[src/rtl/pivot_div_cell.sv]
// Diagonal cell of the LU systolic array: forwards the column pivot, then divides each later element by it.
// Optional macro PIVOT_ROUND_EN: round-to-nearest quotient (saturating) instead of truncation.
module pivot_div_cell #(
    parameter int SZ    = 8,
    parameter int CNT_W = 4
) (
    input  logic          clk,
    input  logic          rst_n,
    input  logic          in_valid,
    output logic          in_ready,
    input  logic [SZ-1:0] in_data,
    input  logic          in_first,
    output logic          out_valid,
    input  logic          out_ready,
    output logic [SZ-1:0] out_data,
    output logic          out_pivot,
    output logic          div_zero
);

    typedef enum logic [1:0] {IDLE, DIV, OUT} state_t;

    localparam logic [CNT_W-1:0] LAST_STEP = CNT_W'(SZ - 1);
    localparam logic [CNT_W-1:0] CNT_ONE   = CNT_W'(1);

    state_t          state_q, state_d;
    logic [SZ-1:0]   pivot_q, pivot_d;
    logic [SZ-1:0]   dividend_q, dividend_d;
    logic [SZ-1:0]   quot_q, quot_d;
    logic [SZ:0]     rem_q, rem_d;
    logic [CNT_W-1:0] cnt_q, cnt_d;
    logic [SZ-1:0]   out_data_q, out_data_d;
    logic            out_pivot_q, out_pivot_d;
    logic            div_zero_q, div_zero_d;

    logic [SZ:0]     rem_shift;
    logic [SZ:0]     rem_sub;
    logic            q_bit;
    logic [SZ-1:0]   quot_next;
    logic [SZ-1:0]   quot_final;

    // One restoring step: bring in the next dividend bit, subtract the pivot when it fits.
    always_comb begin
        rem_shift = (rem_q << 1) | {{SZ{1'b0}}, dividend_q[SZ-1]};
        q_bit     = (rem_shift >= {1'b0, pivot_q});
        rem_sub   = q_bit ? (rem_shift - {1'b0, pivot_q}) : rem_shift;
        quot_next = {quot_q[SZ-2:0], q_bit};
    end

`ifdef PIVOT_ROUND_EN
    logic [SZ+1:0] rem_x2;
    logic          round_up;

    always_comb begin
        rem_x2   = {rem_sub, 1'b0};
        round_up = (rem_x2 >= {2'b00, pivot_q});
        if (pivot_q == '0) begin
            quot_final = '1;
        end else if (round_up && (quot_next != '1)) begin
            quot_final = quot_next + {{(SZ-1){1'b0}}, 1'b1};
        end else begin
            quot_final = quot_next;
        end
    end
`else
    always_comb begin
        quot_final = (pivot_q == '0) ? '1 : quot_next;
    end
`endif

    always_comb begin
        state_d     = state_q;
        pivot_d     = pivot_q;
        dividend_d  = dividend_q;
        quot_d      = quot_q;
        rem_d       = rem_q;
        cnt_d       = cnt_q;
        out_data_d  = out_data_q;
        out_pivot_d = out_pivot_q;
        div_zero_d  = div_zero_q;
        case (state_q)
            IDLE: begin
                if (in_valid) begin
                    if (in_first) begin
                        pivot_d     = in_data;
                        div_zero_d  = (in_data == '0);
                        out_data_d  = in_data;
                        out_pivot_d = 1'b1;
                        state_d     = OUT;
                    end else begin
                        dividend_d = in_data;
                        rem_d      = '0;
                        quot_d     = '0;
                        cnt_d      = '0;
                        // No pivot since reset leaves pivot_q at zero: flag it too.
                        div_zero_d = (pivot_q == '0);
                        state_d    = DIV;
                    end
                end
            end
            DIV: begin
                rem_d      = rem_sub;
                dividend_d = dividend_q << 1;
                quot_d     = quot_next;
                cnt_d      = cnt_q + CNT_ONE;
                if (cnt_q == LAST_STEP) begin
                    out_data_d  = quot_final;
                    out_pivot_d = 1'b0;
                    state_d     = OUT;
                end
            end
            OUT: begin
                if (out_ready) begin
                    state_d = IDLE;
                end
            end
            default: state_d = IDLE;
        endcase
    end

    always_ff @(posedge clk or negedge rst_n) begin
        if (!rst_n) begin
            state_q     <= IDLE;
            pivot_q     <= '0;
            dividend_q  <= '0;
            quot_q      <= '0;
            rem_q       <= '0;
            cnt_q       <= '0;
            out_data_q  <= '0;
            out_pivot_q <= 1'b0;
            div_zero_q  <= 1'b0;
        end else begin
            state_q     <= state_d;
            pivot_q     <= pivot_d;
            dividend_q  <= dividend_d;
            quot_q      <= quot_d;
            rem_q       <= rem_d;
            cnt_q       <= cnt_d;
            out_data_q  <= out_data_d;
            out_pivot_q <= out_pivot_d;
            div_zero_q  <= div_zero_d;
        end
    end

    assign in_ready  = (state_q == IDLE);
    assign out_valid = (state_q == OUT);
    assign out_data  = out_data_q;
    assign out_pivot = out_pivot_q;
    assign div_zero  = div_zero_q;

endmodule

[config.mk]
export PLATFORM = sky130hd
export DESIGN_NAME = pivot_div_cell
export DESIGN_NICKNAME = d
export VERILOG_FILES = /design/src/rtl/pivot_div_cell.sv
export SDC_FILE = /design/constraint.sdc
export NUM_CORES = 1
export LEC_CHECK = 0
export BUFFER_PORTS_ARGS = -buffer_cell sky130_fd_sc_hd__buf_2
export CORE_MARGIN = 3
export CORE_UTILIZATION = 49
export DETAILED_ROUTE_END_ITERATION = 8
export PLACE_DENSITY = 0.68
export RECOVER_POWER = 25
export REMOVE_ABC_BUFFERS = 1
export SLEW_MARGIN = 20
export SYNTH_ARGS = -nofsm -noshare
export SYNTH_HDL_FRONTEND = slang
export SYNTH_SLANG_ARGS = --single-unit
[constraint.sdc]
create_clock -name clk -period 2.5 [get_ports clk]
set_input_delay 0.5 -clock clk [delete_from_list [all_inputs] [get_ports clk]]
set_output_delay 0.5 -clock clk [all_outputs]
set_load 0.02 [all_outputs]
==> results by group <==
Flow run
  • Max-capacitance violation count: 0

Synthesis
  • Dominant cells by area after synthesis: sky130_fd_sc_hd__dfrtp_1 (46%), sky130_fd_sc_hd__nand2_1 (8.5%), sky130_fd_sc_hd__o21ai_0 (5.5%)
  • Post-synth cell types: 54
  • Ys Warns: 0
  • Post-synth design cell area: between 0.002 and 0.003 mm^2
  • Most area-hungry cell type in the Yosys netlist: sky130_fd_sc_hd__dfrtp_1
  • Area share of the largest cell type after synthesis: 46.0%
  • Proportion of synthesized chip area in sequential cells: a little under half
  • Synthesized flop and latch total: 47
  • Cells after synthesis: approximately 280
  • Syn avg cell area: around 9.1 um^2

Critical path
  • Data required time of the worst path: around 2700 ps
  • Worst reg2reg path depth: 7
  • Classification of the worst setup path: register to register
  • Max FO, Critical Path: 3
  • R2R Setup Slk: about 240 ps
  • Critical path launch point: pivot_q[0]
  • Element type at the critical path start: register
  • Capture instance of the worst register-to-register path: rem_q[6]
  • Worst EP arrival: ~2500 ps
  • Critical Path End Type: register
  • Source of the worst register-to-register timing path: pivot_q[0]

Clock network
  • Maximum clock insertion buffer count: 2
  • Clock-pin slew reported for the worst setup and hold paths after clock tree synthesis: 90 ps
  • Clock tree root buffer cell: sky130_fd_sc_hd__clkbuf_8
  • TritonCTS buffer count: 5
  • Clock latency on the worst-skew pair: 310 ps
  • Total of cells resized after clock tree synthesis: 0
  • Sinks on the clock net: 47
  • Post-CTS setup buffer count: 0
  • Number of H-tree branching levels: 2
  • Clock tree from TritonCTS: built
  • Hold bufs inserted after CTS: 0

Finish
  • Nets: between 300 and 400
  • Count of inserted antenna diode cells: 0
  • Final design utilization: between 50% and 60%
  • Fraction of final layout cells with drive strength greater than 1: around 17%
  • Growth of design area from synthesis to finish: 13.0%

Timing
  • RSZ-0062 raised after global routing: no
  • Final sum of negative setup slack: 0 ps
  • Worst Hold Slack: approximately 390 ps
  • Final critical path time including I/O delays and setup: 2260 ps
  • Slew headroom: roughly 11%
  • Final Max Slew Viols: 0
  • Max Clock Skew: between 7 and 8 ps
  • Portion of the clock cycle consumed by the worst path in the final layout: between 90% and 100%
  • Hold Fails Final Rpt: 0
  • Highest achievable clock rate: 442 MHz
  • Final count of negative-setup-slack endpoints: 0
  • Worst slew pin tran: between 1000 and 1500 ps

Min path
  • Number of instances on the worst hold path: 2
  • Hold Crit Class: input pin to register
  • Hold Crit Endpoint: state_q[1]
  • Launch instance of the worst min-delay path: out_ready

Placement
  • Last weighted congestion value of the routability-driven placer: ~0.84
  • Count of buffers from port buffering: 24
  • Half-perimeter wire length of the detailed placement result: roughly 4500 um

Floorplan
  • Die outline height: 78.2 um
  • Starting utilization of the core area: about 52%
  • Die outline width: roughly 80 um
  • Count of pins on the block boundary: 25
  • Core Area: just under 0.005 mm^2
  • Row count: 25
  • Die Area: 0.00612 mm^2

Power
  • VDD IR-drop max: just under 1 mV
  • Share of power burned in combinational logic: between 50% and 60%
  • Clock share of power: 13.4%
  • Cell leakage power: 1.33 nW
  • Overall power of the completed layout: between 0.004 and 0.005 W
  • Power density relative to cell area: ~1500 mW/mm^2
  • Sequential share of power: 31.3%
  • Power dissipated by switching net loads: approximately 0.0020 W
  • Switching part of the total: 45.6%
  • Internal: roughly 0.0023 W

Run status
  • Status: finished, final reports clean

Global route
  • Number of antenna violations at the first check in global routing: 0
  • GRT Total Usage: a little over a fifth
  • Wire length of the first global-routing pass: between 10000 and 15000 um
  • Total gr overflow: 0
  • Number of global-route vias before repair: slightly above 2000
  • Maximum number of pins on one net before global-route repair: 31

Route
  • DRC errors left: 0
  • Detail Route Antenna Nets: 0
  • Post-detailed-route wirelength per cell: roughly 16 um
  • Initial drt markers: approximately 150
  • Total vias in the final route: 2116
  • Iteration count of the initial detailed-routing pass: 4
  • Routed vias/inst: 5.60
  • Final WL: 6080 um
[stage by stage]
stage          instance area [um^2]  worst slack, ps  instances
2_1_floorplan                  2500              122        269
6_report                       2890              240        378
3_3_place_gp                   2780              340        370
5_1_grt                        2890              130        378
3_5_place_dp                   2780              262        370
4_1_cts                        2900              239        378
[worst max path at each step]
stage	to	slack, ps	cells past startpoint
finish	rem_q[6]	240	7
global route	rem_q[6]	130	7
CTS	rem_q[6]	240	7
detailed placement	rem_q[6]	260	7
global placement	rem_q[6]	340	7
floorplan	out_data[0]	120	4
[synthesized netlist by cell type (all sizes together)]
library cell and count:
a21boi 1, fa 1, a211oi 2, nor2 24, mux2 1, clkbuf 6
nand4 5, nor4b 1, mux2i 2, o21ai 31, and2 2, inv 14
a22o 1, a21o 1, o221ai 1, o311ai 3, nor2b 4, xor2 3
a221oi 2, o32ai 1, o22ai 8, a31oi 9, a311o 2, and3 2
o21bai 1, nor3b 3, and2b 1, or4 1, nand2 58, and4 1
buf 7, dfrtp 47, o41a 1, xnor2 2, nand2b 6, nand3 3
nor4 4, ha 9, a21oi 7, a41oi 1, nor3 2, o41ai 1
[critical path, cell delays in order, from the launching register on]
cell	delay [ps]
sky130_fd_sc_hd__dfrtp_1	420
sky130_fd_sc_hd__ha_1	230
sky130_fd_sc_hd__fa_1	380
sky130_fd_sc_hd__nand2b_1	190
sky130_fd_sc_hd__a211oi_1	270
sky130_fd_sc_hd__mux2i_1	280
sky130_fd_sc_hd__a221oi_2	80
sky130_fd_sc_hd__a311o_1	280
[power by group through the flow]
stage	clock network (W)	logic, W	registers (W)
6_report	0.000579	0.00239	0.00135
5_1_grt	0.000619	0.00266	0.00140
4_1_cts	0.000589	0.00238	0.00135
3_5_place_dp	0	0.00237	0.00136
3_3_place_gp	0	0.00233	0.00136
2_1_floorplan	0	0.00165	0.00140
[registers in the layout, summed over array words and instances (netlist names)]
register	flops
out_data	8
rem_q	8
pivot_q	8
dividend_q	8
cnt_q	4
out_pivot	1
quot_q	7
state_q	2
div_zero	1
[cells by family after synthesis]
group           synth area share [%]
compound gates                  19.8
xor+xnor                        1.71
fa+ha+maj                       5.19
buf+inv                         4.35
flops                           46.0
mux                             1.22
simple gates                    21.8
[layout make-up]
type | count | area, um^2
Clock buffer | 5 | 68.8
Clock inverter | 3 | 46.3
Fill cell | 444 | 1990
Inverter | 14 | 52.6
Multi-Input combinational cell | 208 | 1270
Sequential cell | 47 | 1180
Tap cell | 67 | 83.8
Timing Repair Buffer | 34 | 190
[layout by cell type, fill, tap and decap left out, types with 2 or more instances in the layout]
| cell | count |
|---|---|
| sky130_fd_sc_hd__a21oi_1 | 6 |
| sky130_fd_sc_hd__a311o_1 | 2 |
| sky130_fd_sc_hd__a31oi_1 | 9 |
| sky130_fd_sc_hd__and3_1 | 2 |
| sky130_fd_sc_hd__buf_2 | 23 |
| sky130_fd_sc_hd__buf_4 | 9 |
| sky130_fd_sc_hd__clkbuf_1 | 2 |
| sky130_fd_sc_hd__clkbuf_8 | 5 |
| sky130_fd_sc_hd__dfrtp_1 | 47 |
| sky130_fd_sc_hd__ha_1 | 9 |
| sky130_fd_sc_hd__inv_1 | 13 |
| sky130_fd_sc_hd__mux2i_1 | 2 |
| sky130_fd_sc_hd__nand2_1 | 58 |
| sky130_fd_sc_hd__nand2b_1 | 6 |
| sky130_fd_sc_hd__nand3_1 | 3 |
| sky130_fd_sc_hd__nand4_1 | 5 |
| sky130_fd_sc_hd__nor2_1 | 22 |
| sky130_fd_sc_hd__nor2_2 | 2 |
| sky130_fd_sc_hd__nor2b_1 | 3 |
| sky130_fd_sc_hd__nor3_1 | 2 |
| sky130_fd_sc_hd__nor3b_1 | 2 |
| sky130_fd_sc_hd__nor4_1 | 4 |
| sky130_fd_sc_hd__o21ai_0 | 28 |
| sky130_fd_sc_hd__o21ai_1 | 2 |
| sky130_fd_sc_hd__o22ai_1 | 8 |
| sky130_fd_sc_hd__o311ai_1 | 2 |
| sky130_fd_sc_hd__xnor2_1 | 2 |
| sky130_fd_sc_hd__xor2_1 | 3 |
[layer usage]
metal,GRT usage (%),up-vias,wire [um]
met5,0,-,0
met1,30.6,1016,2850
met4,6.99,0,105
li1,-,1045,-
met3,4.36,10,233
met2,34.7,45,2890
No activity file was read; power rests on OpenSTA's default activity.
